### src/rtl/mips_pkg.sv
// Shared MIPS front-end definitions: fetch FSM states, instruction field
// positions and the default reset PC.
package mips_pkg;

  typedef enum logic [1:0] {
    IDLE  = 2'd0,
    FETCH = 2'd1,
    HOLD  = 2'd2,
    DRAIN = 2'd3
  } fetch_state_t;

  localparam int unsigned XLEN = 32;

  localparam int unsigned OPC_HI   = 31;
  localparam int unsigned OPC_LO   = 26;
  localparam int unsigned RS_HI    = 25;
  localparam int unsigned RS_LO    = 21;
  localparam int unsigned RT_HI    = 20;
  localparam int unsigned RT_LO    = 16;
  localparam int unsigned RD_HI    = 15;
  localparam int unsigned RD_LO    = 11;
  localparam int unsigned FUNCT_HI = 5;
  localparam int unsigned FUNCT_LO = 0;
  localparam int unsigned IMM_HI   = 15;
  localparam int unsigned IMM_LO   = 0;

  localparam logic [XLEN-1:0] DEFAULT_RESET_PC = 32'h0000_0000;

  // Sequential word address; wraps modulo 2^32.
  function automatic logic [XLEN-1:0] pc_plus4(input logic [XLEN-1:0] pc);
    return pc + XLEN'(4);
  endfunction

endpackage

### src/rtl/ir_fields.sv
// Combinational slicer of an instruction word into its MIPS fields; shared by
// fetch, decode and the sign extender.
module ir_fields
  import mips_pkg::*;
(
  input  logic [31:0] ir,
  output logic [5:0]  opcode,
  output logic [4:0]  rs,
  output logic [4:0]  rt,
  output logic [4:0]  rd,
  output logic [5:0]  funct,
  output logic [15:0] imm16
);

  // Shift amount bits are not exported by this slicer.
  logic unused_shamt;
  assign unused_shamt = ^ir[10:6];

  assign opcode = ir[OPC_HI:OPC_LO];
  assign rs     = ir[RS_HI:RS_LO];
  assign rt     = ir[RT_HI:RT_LO];
  assign rd     = ir[RD_HI:RD_LO];
  assign funct  = ir[FUNCT_HI:FUNCT_LO];
  assign imm16  = ir[IMM_HI:IMM_LO];

endmodule

### src/rtl/instr_fetch.sv
// Multi-cycle instruction fetch: PC, req/ack memory read, instruction register
// with valid/ready handoff to decode, and redirect with outstanding-read drain.
module instr_fetch
  import mips_pkg::*;
#(
  parameter logic [31:0] RESET_PC = DEFAULT_RESET_PC
) (
  input  logic        clk,
  input  logic        rst_n,
  output logic        mem_req,
  output logic [31:0] mem_addr,
  input  logic        mem_ack,
  input  logic [31:0] mem_rdata,
  input  logic        redirect,
  input  logic [31:0] redirect_pc,
  output logic        ir_valid,
  input  logic        ir_ready,
  output logic [31:0] ir,
  output logic [31:0] ir_pc,
  output logic [31:0] ir_pc4,
  output logic [5:0]  opcode,
  output logic [4:0]  rs,
  output logic [4:0]  rt,
  output logic [4:0]  rd,
  output logic [5:0]  funct,
  output logic [15:0] imm16
);

  fetch_state_t state;
  logic [31:0]  pc;
  logic [31:0]  redirect_aligned;

  assign redirect_aligned = redirect_pc & ~32'h0000_0003;
  assign mem_addr         = pc;

  // FSM plus PC/IR registers; mem_req and ir_valid are registered alongside
  // the state so neither depends combinationally on mem_ack or ir_ready.
  always_ff @(posedge clk or negedge rst_n) begin
    if (!rst_n) begin
      state    <= IDLE;
      pc       <= RESET_PC;
      ir       <= 32'h0;
      ir_pc    <= 32'h0;
      ir_pc4   <= 32'h4;
      ir_valid <= 1'b0;
      mem_req  <= 1'b0;
    end else begin
      if (redirect) begin
        pc <= redirect_aligned;
      end
      case (state)
        IDLE: begin
          state   <= FETCH;
          mem_req <= 1'b1;
        end
        FETCH: begin
          if (redirect) begin
            // With a same-cycle ack the read is done; otherwise it must drain.
            state   <= mem_ack ? FETCH : DRAIN;
            mem_req <= 1'b1;
          end else if (mem_ack) begin
            ir       <= mem_rdata;
            ir_pc    <= pc;
            ir_pc4   <= pc_plus4(pc);
            pc       <= pc_plus4(pc);
            state    <= HOLD;
            mem_req  <= 1'b0;
            ir_valid <= 1'b1;
          end
        end
        HOLD: begin
          if (redirect || ir_ready) begin
            state    <= FETCH;
            mem_req  <= 1'b1;
            ir_valid <= 1'b0;
          end
        end
        DRAIN: begin
          if (mem_ack) begin
            state <= FETCH;
          end
        end
        default: begin
          state    <= IDLE;
          mem_req  <= 1'b0;
          ir_valid <= 1'b0;
        end
      endcase
    end
  end

  ir_fields u_ir_fields (
    .ir     (ir),
    .opcode (opcode),
    .rs     (rs),
    .rt     (rt),
    .rd     (rd),
    .funct  (funct),
    .imm16  (imm16)
  );

endmodule
### config.mk
export PLATFORM = sky130hd
export DESIGN_NAME = instr_fetch
export DESIGN_NICKNAME = d
export VERILOG_FILES = /design/src/rtl/mips_pkg.sv /design/src/rtl/ir_fields.sv /design/src/rtl/instr_fetch.sv
export SDC_FILE = /design/constraint.sdc
export NUM_CORES = 1
export LEC_CHECK = 0
export CELL_PAD_IN_SITES_DETAIL_PLACEMENT = 0
export CELL_PAD_IN_SITES_GLOBAL_PLACEMENT = 1
export CORE_MARGIN = 10
export CORE_UTILIZATION = 29
export DETAILED_ROUTE_END_ITERATION = 7
export GPL_ROUTABILITY_DRIVEN = 1
export HOLD_SLACK_MARGIN = 0.1
export PLACE_DENSITY_LB_ADDON = 0.12
export SYNTH_ARGS = -nofsm -noshare
export SYNTH_HDL_FRONTEND = slang
export SYNTH_SLANG_ARGS = --single-unit
### constraint.sdc
create_clock -name clk -period 1.87 [get_ports clk]
set_input_delay 0.187 -clock clk [delete_from_list [all_inputs] [get_ports clk]]
set_output_delay 0.187 -clock clk [all_outputs]
set_load 0.01 [all_outputs]
---- After elaboration in Yosys (flattened, before gate mapping) ----
Index checks and enable logic that the tools add are counted.
word-level totals
  word-level logic and storage cells ...... 43
  output and inout port bits .............. 173
  bits of input ports ..................... 69
  register bits after elaboration ......... 132
operators by class
  bitwise logic cells ..................... 1
  add/sub/neg operators ................... 1
  mux-type cells .......................... 18
  equality and inequality tests ........... 8
  reductions and logical operators ........ 8
operator list
  kind                   number
  $mux 32                4
  $add 32x3->32 const B  1
  $mux 2                 5
  $reduce_and 3->1       3
  $ne 2x2->1 const B     4
  $pmux 2 s4             1
  $mux 1                 6
  $eq 2x2->1 const B     2
  $reduce_and 4->1       1
  $ne 3x3->1 const B     1
  $pmux 1 s3             1
  $reduce_bool 3->1      1
  $eq 2x1->1 const B     1
  $logic_not 2->1        1
  $pmux 1 s2             1
  $reduce_bool 2->1      1
  $logic_or 1x1->1       1
  $not 1->1              1

---- Logic depth before layout (Yosys ltp) ----
Gate-level depths: netlist (run 1).
  word-level depth ........................ 4
  mapped depth ............................ 9
  mapped depth without buffers ............ 6

---- By module ----
From an unflattened synthesis (run 1), not the netlist that was laid out.
unflattened totals
  cells, all modules ...................... 686
  area, all modules ....................... 6,098.3 um2
modules (own cells, without submodules)
  module       seq. area each (um2)  cells each  instances  area an instance (um2)
  instr_fetch  3,254.4               643         1          5,775.5
  ir_fields    0.0                   43          1          322.8

---- Least setup slack after synthesis (run 1) ----
No wires, ideal clock.
  path type ............................... reg2reg
  start point ............................. reg pc[2] (netlist: mem_addr[2])
  end point ............................... reg pc[26] (netlist: mem_addr[26])
  data arrival time ....................... 1,928 ps
  period minus slack after synthesis ...... 1,998 ps
  setup slack ............................. -128 ps
  stages on the path, launching flop included .. 7
  path buffers ............................ 0
  data required time ...................... 1,800 ps
  path through ............................ dfrtp_1 -> ha_1 -> nand3_2 -> nor4_4 -> nand2_4 -> or4_1 -> nand3_1
on the way
  longest elaborated chain between the ends .. 4
RTL lines
  item                    line               RTL
  start, declared         instr_fetch.sv:30  logic [31:0] pc;
  start signal, assigned  instr_fetch.sv:49  pc <= redirect_aligned;
  start signal, assigned  instr_fetch.sv:65  pc <= pc_plus4(pc);
  $add 32x3->32           mips_pkg.sv:31     return pc + XLEN'(4);
  $mux 32                 instr_fetch.sv:61  end else if (mem_ack) begin
  $mux 32                 instr_fetch.sv:57  if (redirect) begin
  $mux 32                 instr_fetch.sv:51  case (state)
No other way between the ends.
A chain may end at the register's enable or synchronous reset.

---- Worst setup path after layout (run 1) ----
  start point ............................. reg pc[14] (netlist: mem_addr[14])
  end point ............................... reg pc[26] (netlist: mem_addr[26])
Same word-level chain as after synthesis.

==> results.cfg, run 1 <==
[die]
core_region_area_um2 = 21000
fp.dieW_um = 166
die_y_um = 166
num_rows = 53
initial_core_util = 0.294
fp.dieArea_um2 = 27500
io_pins = 242

[global_route]
grt_first_pass_wirelength_mm = 34.6
grt_pass1_vias = 5797
track_usage = 0.155
met3_usage = 0.0639
grt_max_degree = 53
antenna_found_initial = 0
use_met1 = 0.201
grt_most_used_layer = met2
gr-total-overflow = 0
grt_util_met2 = 0.239

[drt]
routed_via_density = 4.56
wl_mm = 21.7
num_vias = 5604
first_pass_iters = 4
wl_per_cell_um = 17.7
drt_iter0_drc = 315
drc = 0
ant_nets = 0

[synthesis]
synthFlopType = dfrtp_1
avgSynthCellArea_um2 = 8.87
yosysSeqAreaShare = 0.527
ys_warn_count = 0
synth-async-reset-ratio = 1.00
synth_nets = 766
synth_edf_count = 0
synthesis.area_um2 = 6170
synth_area_leader_cell = dfrtp_1
synth_area_leaders = dfrtp_1 (52%), nand2_1 (16%), buf_4 (5.6%)
postSynthCellCount = 696
synth.distinct_cells = 47
synth_top_area_share = 0.523
synth_seq_cells = 130

[placed_design]
dp_hpwl_mm = 16.4
place_area_um2 = 8940
portBuffers = 239
gp_congestion = 0.787

[layout]
antennaDiodeCount = 0
nNetsFinal = 1010
final_common_cell = nand2_1
drive_gt1_frac = 0.144
finish.instance_area_um2 = 9690
area_delta_synth_final_pct = 57.0
layout_common_cells = nand2_1 (265), clkdlybuf4s50_1 (237), dfrtp_1 (124)

[clock_network]
cts_root_buffer = clkbuf_16
cts_buffers = 17
cts_buffer_depth = 2
cts.sink_count = 130
htree_levels = 4
clock_latency_ns = 0.42
cts_tree = done
clkTransAtPathRegs_ns = 0.06

[timing]
hold_viol = 0
max_freq_ghz = 0.558
layout_min_cycle_time_ns = 1.79
slew_headroom = 0.654
worst-slew-pin-transition_ns = 0.519
finalMaxSlewViolations = 0
finalClockSkew_ns = 0.00852
finalSetupViolCount = 0
fin_crit_sh = 0.958
rsz0062_at_grt = true

[power]
sequentialPowerShare = 0.355
p_comb_frac = 0.354
clkPwrFrac = 0.291
power_mw = 11.3
netSwitchingPower_mw = 3.59
netSwitchingFraction = 0.317
p_int_mw = 7.74
vdd_ir_drop_max_uv = 563
power_leakage_nw = 4.32
power.density_nw_per_um2 = 1170

[worst_setup_path]
path_cells = nand3_1 > nor4_4 > nand2_4 > or4_1 > nand3_1
crit_arrival_ns = 2.14
cp_slowest_cell = or4_1
path_common_cell = nand3_1
end_kind = flop
startpoint_type = flop
cp_max_fo = 4
cp.required_ns = 2.22
worstSetupPathType = reg -> reg
cpPeakStageDelay_ns = 0.51

[hold_path]
min_path_type = in -> reg

[status]
status = finished clean

[flow_run]
maxCapViolCount = 0
==> flip-flops by register name, indices dropped and copies added, names as in the netlist <==
signal,count
ir_pc,32
ir_pc4,30
ir,32
mem_req,1
state,2
mem_addr,32
ir_valid,1
==> power by group through the flow <==
| stage | logic [mW] | clock network (mW) | registers (mW) |
|---|---|---|---|
| after floorplan | 1.38 | 0 | 4.36 |
| after global placement | 4.06 | 0 | 4.04 |
| after detailed placement | 4.07 | 0 | 4.07 |
| after CTS | 4.09 | 3.40 | 4.03 |
| after global routing | 4.37 | 3.52 | 4.14 |
| final | 4.01 | 3.30 | 4.02 |
==> cells in the mapped netlist, drive strengths merged, types with 5 or more instances <==
master  instances
inv             5
nor2b           6
clkbuf         27
nand2         268
a311oi          5
nor3            5
a21oi           6
nand4          13
nand3          18
xor2           20
nor2           22
buf            62
nor4            5
xnor2          14
a211o           5
o21ai          46
dfrtp         129
and3            6
o221ai          5
==> per-layer routing <==
layer  vias to the layer above  routed length [µm]
met5                         -                   0
met3                         5                1640
met2                       186               10100
li1                       2728                   -
met4                         0                  88
met1                      2685                9900
==> what timing repair did <==
item / in CTS / in global routing
setup buffers: 0 / 10
endpoints found under the hold margin: 50 / 0
gates resized for setup: 0 / 17
hold buffers: 1 / 0
setup endpoints to repair: 0 / 26
==> worst max-delay path: cells and delay by family, from the launching register on <==
family	cells	cell delay, ns
DFF	1	0.43
and+or+nand+nor	5	1.29
==> metrics by stage <==
stage | setup TNS, ns | instances | util | setup WS (ns) | hold WS (ns)
after floorplan | -0.0183 | 696 | - | -0.0183 | -0.109
after global placement | 0 | 1184 | 0.427 | 0.0263 | 0.182
after detailed placement | 0 | 1184 | 0.427 | 0.0309 | 0.186
after CTS | 0 | 1217 | 0.455 | 0.0109 | 0.234
after global routing | -0.000976 | 1228 | 0.462 | -0.000976 | 0.274
final | 0 | 1228 | 0.462 | 0.0789 | 0.253
==> final timing paths <==
kind,start,to,slack [ns],cells after the start
max in group asynchronous,rst_n,ir_pc4[2],0.91,3
worst max register to register,mem_addr[14],mem_addr[26],0.08,5
worst min-delay path,redirect,mem_addr[0],0.25,3
min in group asynchronous,rst_n,ir[17],0.30,2
worst min register to register,ir_pc[21],ir_pc[21],0.47,2
worst max-delay path,mem_addr[14],mem_addr[26],0.08,5
==> cells by family (layout without fill, tap and decap cells) <==
logic type,count (synthesis),after routing,synth area share
and+or+nand+nor,352,352,0.246
DFF,130,130,0.527
buffers and inverters,94,351,0.0882
AOI/OAI and AO/OA,84,84,0.0862
xor gates and xnor gates,34,34,0.0483
adders and majority gates,1,1,0.00203
muxes,1,1,0.00162
==> cell type report <==
| cell class | instances | area [µm²] |
|---|---|---|
| repair buffers | 314 | 3010 |
| clock inverters | 15 | 160 |
| flip-flops and latches | 130 | 3260 |
| well taps | 275 | 344 |
| inverters | 5 | 18.8 |
| multi-input cells | 472 | 2480 |
| clock buffers | 17 | 425 |
| fillers | 2036 | 11300 |
Power figures use the tool's default switching activity.
==> run 2, diff against run 1 <==
--- a/config.mk
+++ b/config.mk
@@ -7,7 +7,8 @@
 export LEC_CHECK = 0
 export CELL_PAD_IN_SITES_DETAIL_PLACEMENT = 0
 export CELL_PAD_IN_SITES_GLOBAL_PLACEMENT = 1
-export CORE_MARGIN = 10
+export CORE_ASPECT_RATIO = 0.6
+export CORE_MARGIN = 8
 export CORE_UTILIZATION = 29
 export DETAILED_ROUTE_END_ITERATION = 7
 export GPL_ROUTABILITY_DRIVEN = 1
==> results.cfg, run 2 (synthesis gave the netlist of run 1 again) <==
[layout]
layout_common_cells = nand2_1 (265), clkdlybuf4s50_1 (237), dfrtp_1 (126)
antennaDiodeCount = 0
drive_gt1_frac = 0.133
final_common_cell = nand2_1
area_delta_synth_final_pct = 56.9
nNetsFinal = 1010
nFillCells = 2010

[flow_run]
maxCapViolCount = 0

[power]
power.density_nw_per_um2 = 1200
p_int_mw = 8.01
netSwitchingPower_mw = 3.57
sequentialPowerShare = 0.349
p_comb_frac = 0.348
netSwitchingFraction = 0.308
power_leakage_nw = 4.33
vdd_ir_drop_max_uv = 593
clkPwrFrac = 0.304

[timing]
finalWorstSetupSlack_ns = 0.0755
finalClockSkew_ns = 0.00964
whs_ns = 0.181
hold_viol = 0
finalMaxSlewViolations = 0
worst-slew-pin-transition_ns = 0.682
slew_headroom = 0.545
finalSetupViolCount = 0
rsz0062_at_grt = false
max_freq_ghz = 0.557
layout_min_cycle_time_ns = 1.79
fin_crit_sh = 0.960

[die]
fp.dieW_um = 204
num_rows = 41
io_pins = 242
core_region_area_um2 = 20900
initial_core_util = 0.295
fp.dieArea_um2 = 26400
die_y_um = 129

[clock_network]
cts_buffers = 17
cts_tree = done
cts.sink_count = 130
cts_buffer_depth = 2
clock_latency_ns = 0.41
cts_root_buffer = clkbuf_16
htree_levels = 4
clkTransAtPathRegs_ns = 0.06

[placed_design]
dp_hpwl_mm = 16.4
pre_cts_ws_ns = -0.00409
portBuffers = 239
gp_congestion = 0.817

[worst_setup_path]
cpPeakStageDelay_ns = 0.66
startpoint_type = flop
critPathTopFamily = buffers and inverters
worstSetupPathType = reg -> out
path_cells = clkdlybuf4s50_1
cp_num_buf_inv = 1
cp.required_ns = 1.68
crit_arrival_ns = 1.61
cp_max_fo = 9
end_kind = primary output
cp_slowest_cell = clkdlybuf4s50_1

[drt]
routed_via_density = 4.56
ant_nets = 0
num_vias = 5611
wl_per_cell_um = 17.8
drt_iter0_drc = 253
first_pass_iters = 4
wl_mm = 21.9
drc = 0

[status]
status = finished clean

[global_route]
antenna_found_initial = 0
grt_max_degree = 65
grt_pass1_vias = 5795
track_usage = 0.162
grt_first_pass_wirelength_mm = 33.4
gr-total-overflow = 0

[hold_path]
min_path_type = in -> reg
[run 2: metal layers]
layer  up-vias  GRT usage  routed length, µm
li1       2733          -                  -
met1      2736      0.218              10300
met2       138      0.246              10000
met3         4     0.0605               1480
met4         0     0.0371                 61
met5         -          0                  0
[run 2: layout make-up]
type	count	area [µm²]	area share
clock buffers	18	429	0.0443
repair buffers	314	3020	0.312
flip-flops and latches	130	3260	0.337
multi-input cells	472	2420	0.250
inverters	5	18.8	0.00194
well taps	279	349	0.0361
clock inverters	13	186	0.0193
[run 2: worst paths after layout]
| check | start | cells after the start | end | slack, ns |
|---|---|---|---|---|
| min reg2reg | ir_pc[24] | 2 | ir_pc[24] | 0.47 |
| max reg2reg | mem_addr[3] | 7 | mem_addr[19] | 0.08 |
| min in group asynchronous | rst_n | 2 | ir_pc[1] | 0.31 |
| max in group asynchronous | rst_n | 3 | mem_addr[10] | 0.90 |
| max | mem_addr[24] | 1 | mem_addr[24] | 0.08 |
| min | redirect | 2 | mem_addr[28] | 0.18 |
[run 2: per-stage QoR]
stage	total power [mW]	area (µm²)	cells	utilization	TNS (ns)
after floorplan	5.74	6200	696	-	-0.0183
after global placement	8.12	8990	1192	0.429	0
after detailed placement	8.16	8990	1192	0.429	-0.00467
after CTS	11.8	9610	1224	0.459	0
after global routing	12.3	9680	1231	0.463	0
final	11.6	9680	1231	0.463	0
[run 2: what timing repair did]
| item | CTS | global route |
|---|---|---|
| endpoints found under the setup margin | 3 | 16 |
| hold buffers | 1 | 0 |
| setup buffers | 0 | 7 |
| endpoints found under the hold margin | 48 | 0 |
| gates cloned | 0 | 0 |
| pin swaps | 0 | 3 |
| resized for setup | 1 | 5 |
[run 2: power groups by stage]
stage               combinational (mW)  clock [mW]  sequential (mW)
floorplan                         1.38           0             4.36
global placement                  4.07           0             4.05
detailed placement                4.07           0             4.08
CTS                               4.09        3.63             4.05
global route                      4.36        3.76             4.15
finish                            4.03        3.51             4.04
